<file path="config.mk">
export PLATFORM = sky130hd
export DESIGN_NAME = xbar_slave_arbiter
export DESIGN_NICKNAME = d
export VERILOG_FILES = /design/src/rtl/xbar_slave_arbiter.sv
export SDC_FILE = /design/constraint.sdc
export NUM_CORES = 1
export LEC_CHECK = 0
export BUFFER_PORTS_ARGS = -buffer_cell sky130_fd_sc_hd__buf_2
export CORE_MARGIN = 5
export CORE_UTILIZATION = 60
export DETAILED_ROUTE_END_ITERATION = 10
export PLACE_DENSITY = 0.82
export SLEW_MARGIN = 20
export SYNTH_ARGS = -nofsm -noshare
export SYNTH_HDL_FRONTEND = slang
export SYNTH_SLANG_ARGS = --single-unit
</file>
<file path="constraint.sdc">
create_clock -name i_clk -period 4 [get_ports i_clk]
set_input_delay 0.6 -clock i_clk [delete_from_list [all_inputs] [get_ports i_clk]]
set_output_delay 0.6 -clock i_clk [all_outputs]
set_load 0.01 [all_outputs]
</file>
<file path="src/rtl/xbar_slave_arbiter.sv">
// Per-slave round-robin arbiter for the crossbar.
// Each real slave is owned by at most one master. A grant is held while
// that master has responses outstanding, and every master can hold at most
// one grant. The "no slave" target (decode bit NS) is shared by everyone.
module xbar_slave_arbiter #(
    parameter  int NM         = 4,
    parameter  int NS         = 8,
    parameter  int LGMAXBURST = 5,
    localparam int LGNS       = $clog2(NS+1)
) (
    input  logic                 i_clk,
    input  logic                 i_reset,
    input  logic [NM-1:0]        i_mcyc,
    input  logic [NM-1:0]        i_mvalid,
    input  logic [NM*(NS+1)-1:0] i_mdecode,
    input  logic [NM-1:0]        i_maccept,
    input  logic [NM-1:0]        i_mack,
    output logic [NM-1:0]        o_mgrant,
    output logic [NM*LGNS-1:0]   o_mindex,
    output logic [NS*NM-1:0]     o_sgrant,
    output logic [NM-1:0]        o_mfull,
    output logic [NM-1:0]        o_mempty
);
    localparam int                    LGNM    = (NM > 1) ? $clog2(NM) : 1;
    localparam logic [LGMAXBURST-1:0] CNT_MAX = '1;
    localparam logic [LGNS-1:0]       NOSLV   = LGNS'(NS);

    logic [NM-1:0]         mgrant_q, mgrant_d;
    logic [LGNS-1:0]       mindex_q [NM];
    logic [LGNS-1:0]       mindex_d [NM];
    logic [NM-1:0]         sgrant_q [NS];
    logic [NM-1:0]         sgrant_d [NS];
    logic [LGMAXBURST-1:0] cnt_q    [NM];
    logic [LGMAXBURST-1:0] cnt_d    [NM];
    logic [LGNM-1:0]       ptr_q    [NS];
    logic [LGNM-1:0]       ptr_d    [NS];

    logic [NS:0]           mdec     [NM];
    logic [NM-1:0]         mreq;
    logic [LGNS-1:0]       mreq_idx [NM];
    logic [NM-1:0]         mother;
    logic [NM-1:0]         mrel;

    // Decode each master's request target and whether it must give up its grant
    always_comb begin
        for (int m = 0; m < NM; m++) begin
            mdec[m]     = i_mdecode[m*(NS+1) +: NS+1];
            mreq_idx[m] = '0;
            mother[m]   = 1'b0;
            // Lowest set bit wins should a decoder ever present more than one
            for (int s = NS; s >= 0; s--) begin
                if (mdec[m][s]) begin
                    mreq_idx[m] = LGNS'(s);
                end
            end
            for (int s = 0; s <= NS; s++) begin
                if (mdec[m][s] && (LGNS'(s) != mindex_q[m])) begin
                    mother[m] = 1'b1;
                end
            end
            mreq[m] = i_mcyc[m] && i_mvalid[m] && (|mdec[m]) && !mgrant_q[m];
            // Abort drops at once; a slave switch waits for the counter to drain
            mrel[m] = mgrant_q[m] &&
                      (!i_mcyc[m] || (i_mvalid[m] && mother[m] && (cnt_q[m] == '0)));
        end
    end

    // Release grants, then arbitrate slaves that were free at the start of the cycle
    always_comb begin
        int   cand;
        logic found;
        mgrant_d = mgrant_q;
        mindex_d = mindex_q;
        sgrant_d = sgrant_q;
        ptr_d    = ptr_q;
        cand     = 0;
        found    = 1'b0;
        for (int m = 0; m < NM; m++) begin
            if (mrel[m]) begin
                mgrant_d[m] = 1'b0;
                for (int s = 0; s < NS; s++) begin
                    sgrant_d[s][m] = 1'b0;
                end
            end
        end
        // A slave freed this cycle still shows its owner in sgrant_q, so it
        // only becomes available to the arbiter on the following cycle.
        for (int s = 0; s < NS; s++) begin
            found = 1'b0;
            if (sgrant_q[s] == '0) begin
                for (int k = 0; k < NM; k++) begin
                    cand = (int'(ptr_q[s]) + k) % NM;
                    if (!found && mreq[cand] && (mreq_idx[cand] == LGNS'(s))) begin
                        found          = 1'b1;
                        sgrant_d[s]    = '0;
                        sgrant_d[s][cand] = 1'b1;
                        mgrant_d[cand] = 1'b1;
                        mindex_d[cand] = LGNS'(s);
                        ptr_d[s]       = LGNM'((cand + 1) % NM);
                    end
                end
            end
        end
        // The error target is shared: every requester gets it
        for (int m = 0; m < NM; m++) begin
            if (mreq[m] && (mreq_idx[m] == NOSLV)) begin
                mgrant_d[m] = 1'b1;
                mindex_d[m] = NOSLV;
            end
        end
    end

    // Outstanding response counters; a dropped bus cycle abandons everything
    always_comb begin
        for (int m = 0; m < NM; m++) begin
            cnt_d[m] = cnt_q[m];
            if (!i_mcyc[m]) begin
                cnt_d[m] = '0;
            end else if (i_maccept[m] && !i_mack[m] && (cnt_q[m] != CNT_MAX)) begin
                cnt_d[m] = cnt_q[m] + LGMAXBURST'(1);
            end else if (i_mack[m] && !i_maccept[m] && (cnt_q[m] != '0)) begin
                cnt_d[m] = cnt_q[m] - LGMAXBURST'(1);
            end
        end
    end

    // State registers
    always_ff @(posedge i_clk) begin
        if (i_reset) begin
            mgrant_q <= '0;
            for (int m = 0; m < NM; m++) begin
                mindex_q[m] <= '0;
                cnt_q[m]    <= '0;
            end
            for (int s = 0; s < NS; s++) begin
                sgrant_q[s] <= '0;
                ptr_q[s]    <= '0;
            end
        end else begin
            mgrant_q <= mgrant_d;
            mindex_q <= mindex_d;
            sgrant_q <= sgrant_d;
            cnt_q    <= cnt_d;
            ptr_q    <= ptr_d;
        end
    end

    // Flatten registered state onto the output ports
    always_comb begin
        o_mgrant = mgrant_q;
        for (int m = 0; m < NM; m++) begin
            o_mindex[m*LGNS +: LGNS] = mindex_q[m];
            o_mfull[m]  = (cnt_q[m] == CNT_MAX);
            o_mempty[m] = (cnt_q[m] == '0);
        end
        for (int s = 0; s < NS; s++) begin
            o_sgrant[s*NM +: NM] = sgrant_q[s];
        end
    end

`ifdef FORMAL
    // Accepting into a full counter or acking an empty one is a master bug
    always_ff @(posedge i_clk) begin
        if (!i_reset) begin
            for (int m = 0; m < NM; m++) begin
                if (i_mcyc[m]) begin
                    assert (!(i_maccept[m] && !i_mack[m] && o_mfull[m]));
                    assert (!(i_mack[m] && !i_maccept[m] && o_mempty[m]));
                end
            end
        end
    end
`endif

endmodule
</file>
==> flow_metrics.tcl, run 1 <==
set metrics [dict create \
    status "finished clean" \
    wl_um 32600 \
    tns_ns 0 \
    combPwrFrac 0.517 \
    yosysWarningCount 0 \
    power_frac_clock 0.200 \
    final_cells 1566 \
    globalRouteOverflowTotal 0 \
    whs_ns 0.465 \
    worstSkewPairLatency_ns 0.36 \
    die_w_um 134 \
    post-route-drc-count 0 \
    crit_family "simple AND/OR/NAND/NOR gates" \
    synth.top_cell.area_share 0.192 \
    power.switching_mw 1.92 \
    path_buf_inv 1 \
    p_seq_frac 0.283 \
    viasPerCell 6.92 \
    ys_ff_latch 88 \
    final_cell_area_um2 10700 \
    tightest_slew_ns 1.01 \
    synth_edf_count 0 \
    power.leakage_nw 4.27 \
    rows 45 \
    path_clk_slew_ns 0.07 \
    yosysSeqAreaShare 0.192 \
    clk_path_buf_depth 2 \
    num_vias 10800 \
    cp_max_fo 10 \
    synthDistinctLibCells 91 \
    nets 1474 \
    io_buffers 113 \
    yosysMostFrequentCell "nor2_1" \
    min_period_over_period 0.909 \
    synth_top_cell_by_area "dfxtp_1" \
    drive_gt1_frac 0.190 \
    place_hpwl_um 25600 \
    dieArea_um2 17900 \
    cts_setup_buffers 0 \
    fin_skew_ns 0.0102 \
    grt_pass1_vias 9720 \
    min_period_ns 3.63 \
    vdd_drop_max_v 0.000481 \
    drv_cap 0 \
    wl_per_cell_um 20.8 \
    critical_path_class "input pin to flop" \
    dpl_cell_area_um2 10400 \
    drt_first_pass_iters 6 \
    syn-cell-area_um2 9180 \
    p_per_area_nw_per_um2 396 \
    holdBufCountCts 0 \
    synthFlopType "dfxtp_1" \
    yosys-top-cells-count "nor2_1, nand2_1, a21oi_1" \
    antenna_found_initial 3 \
    p_int_mw 2.31 \
    finalWorstSetupSlack_ns 0.365 \
    swShare 0.454 \
    cts-resized-gates 0 \
    area_growth_pct 16.0 \
    drtAntennaViolNets 0 \
    cp_slowest_cell "mux4_2" \
    maxSlewHeadroom 0.318 \
    initial_core_util 0.609 \
    cts_made_buffers 9 \
    power.total_mw 4.22 \
    yosys-top-cells-area "dfxtp_1, ha_1, a21oi_1" \
    cpPeakStageDelay_ns 0.58 \
    coreArea_um2 15100 \
    drt-initial-drc-count 1507 \
    final_hold_viol_count 0 \
    htree_levels 3 \
    nFillCells 1319 \
    cp-end-kind "flop" \
    syn_nets 1316 \
    cts_tree "yes" \
    grt_use_total 0.355 \
    fin_util 0.706 \
    drv_slew 0 \
    io_pins 114 \
    grt_setup_unrepaired "false" \
    grt_pass1_wl_um 51500 \
    start_kind "input pin" \
    die_y_um 134 \
    routabilityCongestion 1.04 \
    max_freq_mhz 275 \
    worst_hold_path_type "flop to flop" \
    crit_chain "buf_2, or4_4, nor4_4, nand2_2, mux4_2, a311oi_1, a2bb2oi_1, nor2b_2, or4b_1, a21oi_1" \
    crit_arrival_ns 3.92 \
    pre_cts_ws_ns 0.123 \
    clockRootBuffer "clkbuf_16" \
    async_reset_ff_frac 0 \
    cp.required_ns 4.29 \
    setup_viol 0 \
    placedCellCount 1549 \
    synth.avg_cell_area_um2 7.56 \
    syn_inst 1214 \
    grt_max_degree 61 \
    clkSinkCount 88 \
]
==> power groups by stage <==
stage / combinational, mW / sequential (mW) / clock [mW]
global route: 2.37 / 1.22 / 0.892
CTS: 2.13 / 1.18 / 0.849
global placement: 2.10 / 1.20 / 0
detailed placement: 2.12 / 1.20 / 0
floorplan: 1.37 / 1.19 / 0
finish: 2.18 / 1.19 / 0.845
==> layer usage <==
layer	wire length [um]	track usage	vias up
met1	13300	0.486	5056
li1	-	-	4997
met3	3660	0.0752	114
met4	1250	0.126	4
met5	37	0	-
met2	14300	0.553	672
==> layout make-up <==
type	instances	area (um2)	share of cell area
multi-input combinational	1031	7030	0.660
clock inverter	6	42.5	0.00399
tap	188	235	0.0221
inverter	55	206	0.0194
sequential	88	1760	0.165
timing repair buffer	187	1130	0.106
clock buffer	10	239	0.0224
antenna	1	2.50	0.000235
==> cells in the final DEF, fill, tap and decap left out, types with 9 or more instances in the layout <==
cell / netlist / routed
o22ai_1: 10 / 10
a21o_1: 12 / 12
a211oi_1: 20 / 20
mux4_2: 20 / 20
o31ai_1: 10 / 10
o211ai_1: 15 / 15
inv_1: 54 / 54
and2_1: 14 / 14
o21a_1: 13 / 13
a311oi_1: 10 / 10
a221oi_1: 17 / 17
nand2b_1: 24 / 24
o21ai_0: 75 / 75
nor2_1: 116 / 116
mux2i_1: 28 / 28
nand3_1: 56 / 56
buf_2: 5 / 113
a21oi_1: 102 / 102
clkbuf_16: 0 / 9
nand2_1: 108 / 108
nor4_1: 19 / 19
and3_1: 19 / 19
buf_4: 0 / 73
nand4_1: 11 / 11
nor3_1: 30 / 30
a31oi_1: 21 / 21
a2bb2oi_1: 9 / 9
nor2b_1: 13 / 13
dfxtp_1: 88 / 88
xnor2_1: 22 / 22
or4_1: 14 / 14
ha_1: 44 / 44
==> tightest hold or removal path, stage by stage, from the launching register on <==
cell and delay, ns:
dfxtp_1 0.32, nand2_1 0.05, a21oi_1 0.05
==> worst paths after layout <==
path | to | slack, ns | depth (start not counted) | from
hold reg to reg | o_sgrant[11] | 0.47 | 2 | o_sgrant[11]
setup / recovery | o_mindex[7] | 0.37 | 10 | i_mdecode[30]
hold / removal | o_sgrant[11] | 0.47 | 2 | o_sgrant[11]
setup reg to reg | o_mindex[7] | 0.48 | 10 | ptr_q[7]
==> sequential cells by signal (all words and copies together) (netlist names) <==
register and cells:
cnt_q 20, ptr_q 16, o_mindex 16, o_mgrant 4, o_sgrant 32
==> cells by family after synthesis <==
kind of cell | synth area share
AND/OR/NAND/NOR | 0.289
XOR/XNOR | 0.0210
multiplexers | 0.0857
flip-flops | 0.192
AO/OA/AOI/OAI | 0.302
buffers and inverters | 0.0421
adder cells (fa/ha/maj) | 0.0687
No activity file was read; power rests on OpenSTA's default activity.
==> run 2: changes to the inputs <==
PLACE_DENSITY = unset   (was 0.82)
PLACE_DENSITY_LB_ADDON = 0.05   (was unset)
RECOVER_POWER = 50   (was unset)
==> run 2 against run 1 <==
  * Maximum frequency shrank 0.15%
  * Count of clock-buffer cells in the layout is the same
  * Final cell count grew 0.64%
  * Largest power group unchanged
  * Clock power grew 13%
  * Flip-flop and latch count is the same
==> flow_metrics.tcl, run 2 (synthesis results as in run 1) <==
set metrics [dict create \
    io_pins 114 \
    max_freq_mhz 275 \
    clk_path_buf_depth 2 \
    cts_made_buffers 9 \
    wl_um 33300 \
    crit_family "compound AO/OA/AOI/OAI gates" \
    clockRootBuffer "clkbuf_16" \
    htree_levels 3 \
    min_period_ns 3.64 \
    viasPerCell 6.96 \
    maxSlewHeadroom 0.360 \
    cts-resized-gates 0 \
    final_cell_area_um2 10700 \
    dpl_cell_area_um2 10400 \
    setup_viol 0 \
    drt_first_pass_iters 6 \
    final_cells 1576 \
    placedCellCount 1560 \
    coreArea_um2 15100 \
    tightest_slew_ns 0.960 \
    vdd_drop_max_v 0.000433 \
    multiInputGateArea_um2 7030 \
    clkSinkCount 88 \
    nFillCells 1325 \
    nets 1485 \
    holdBufCountCts 0 \
    final_hold_viol_count 0 \
    drv_slew 0 \
    start_kind "flop" \
    dieArea_um2 17900 \
    worstSkewPairLatency_ns 0.36 \
    cpPeakStageDelay_ns 0.51 \
    cp_slowest_cell "dfxtp_1" \
    grt_use_total 0.356 \
    path_clk_slew_ns 0.07 \
    crit_chain "inv_1, ha_1, inv_1, mux4_2, nand3_1, a31oi_1, a41oi_1, buf_4, nand2_1, a21boi_0, o21ai_0, a21o_1, a21oi_1" \
    grt_pass1_wl_um 51500 \
    worst_hold_path_type "flop to flop" \
    drv_cap 0 \
    die_w_um 134 \
    cp-end-kind "flop" \
    place_hpwl_um 26100 \
    status "finished clean" \
    wl_per_cell_um 21.2 \
    final_common_cell "nor2_1" \
    cts_setup_buffers 0 \
    cp.required_ns 4.28 \
    path_buf_inv 3 \
    whs_ns 0.475 \
    seq_area_um2 1760 \
    drive_gt1_frac 0.153 \
    grt_max_degree 45 \
    min_period_over_period 0.910 \
    critical_path_class "flop to flop" \
    io_buffers 113 \
    tns_ns 0 \
    antenna_found_initial 0 \
    drtAntennaViolNets 0 \
    area_growth_pct 16.4 \
    die_y_um 134 \
    cp_max_fo 12 \
    cp_common_cell "inv_1" \
    drt-initial-drc-count 1501 \
    globalRouteOverflowTotal 0 \
    fin_skew_ns 0.0103 \
    diodes 0 \
    cts_tree "yes" \
    largest_reg_flops 32 \
    routabilityCongestion 1.03 \
    crit_arrival_ns 3.92 \
    post-route-drc-count 0 \
    initial_core_util 0.609 \
    final_cell_mix "nor2_1, nand2_1, a21oi_1" \
    rows 45 \
    p_per_area_nw_per_um2 404 \
    num_vias 11000 \
    power.leakage_nw 4.10 \
    grt_pass1_vias 9713 \
    grt_setup_unrepaired "false" \
]
==> run 2: cell types whose count changed in the layout (fill, tap and decap cells not counted), sizes merged <==
cell,previous run,this run
clkbuf,10,68
bufinv,0,2
clkinvlp,2,0
diode,1,0
buf,187,140
==> run 2: stage by stage <==
step                      setup WS (ns)  power (mW)   util
final                             0.360        4.32  0.708
after CTS                         0.443        4.28  0.713
after detailed placement         0.0971        3.33  0.692
after global placement            0.106        3.29  0.692
after floorplan                   0.449        2.56      -
after global routing              0.176        4.54  0.708
==> run 2: where the power goes <==
part	leakage, nW	switching [mW]	internal [mW]
registers	0.715	0.187	1.00
clock network	0.157	0.403	0.553
logic	3.23	1.34	0.836
==> run 2: worst paths after layout <==
path                                    from            to  slack (ns)  cells after the start
worst max-delay path               ptr_q[15]   o_mindex[4]        0.36                     13
worst min-delay path            o_sgrant[11]  o_sgrant[11]        0.48                      2
worst max register to register     ptr_q[15]   o_mindex[4]        0.36                     13
worst min register to register  o_sgrant[11]  o_sgrant[11]        0.48                      2
==> run 2: metal layers <==
metal / vias up / share of wire / global-route usage
met5: - / 0 / 0
met4: 0 / 0.045 / 0.144
met3: 110 / 0.12 / 0.0865
li1: 5025 / - / -
met2: 722 / 0.44 / 0.560
met1: 5118 / 0.39 / 0.469
==> run 2: cell type report <==
| cell class | instances | area share |
|---|---|---|
| timing repair buffer | 198 | 0.106 |
| sequential | 88 | 0.165 |
| inverter | 55 | 0.0193 |
| tap | 188 | 0.0220 |
| multi-input combinational | 1031 | 0.658 |
| clock buffer | 10 | 0.0214 |
| clock inverter | 6 | 0.00855 |
==> run 2: worst min-delay path: cells and delay by family (launching register included) <==
kind	cells	cell delay, ns
AO/OA/AOI/OAI	1	0.05
flip-flops	1	0.32
AND/OR/NAND/NOR	1	0.05
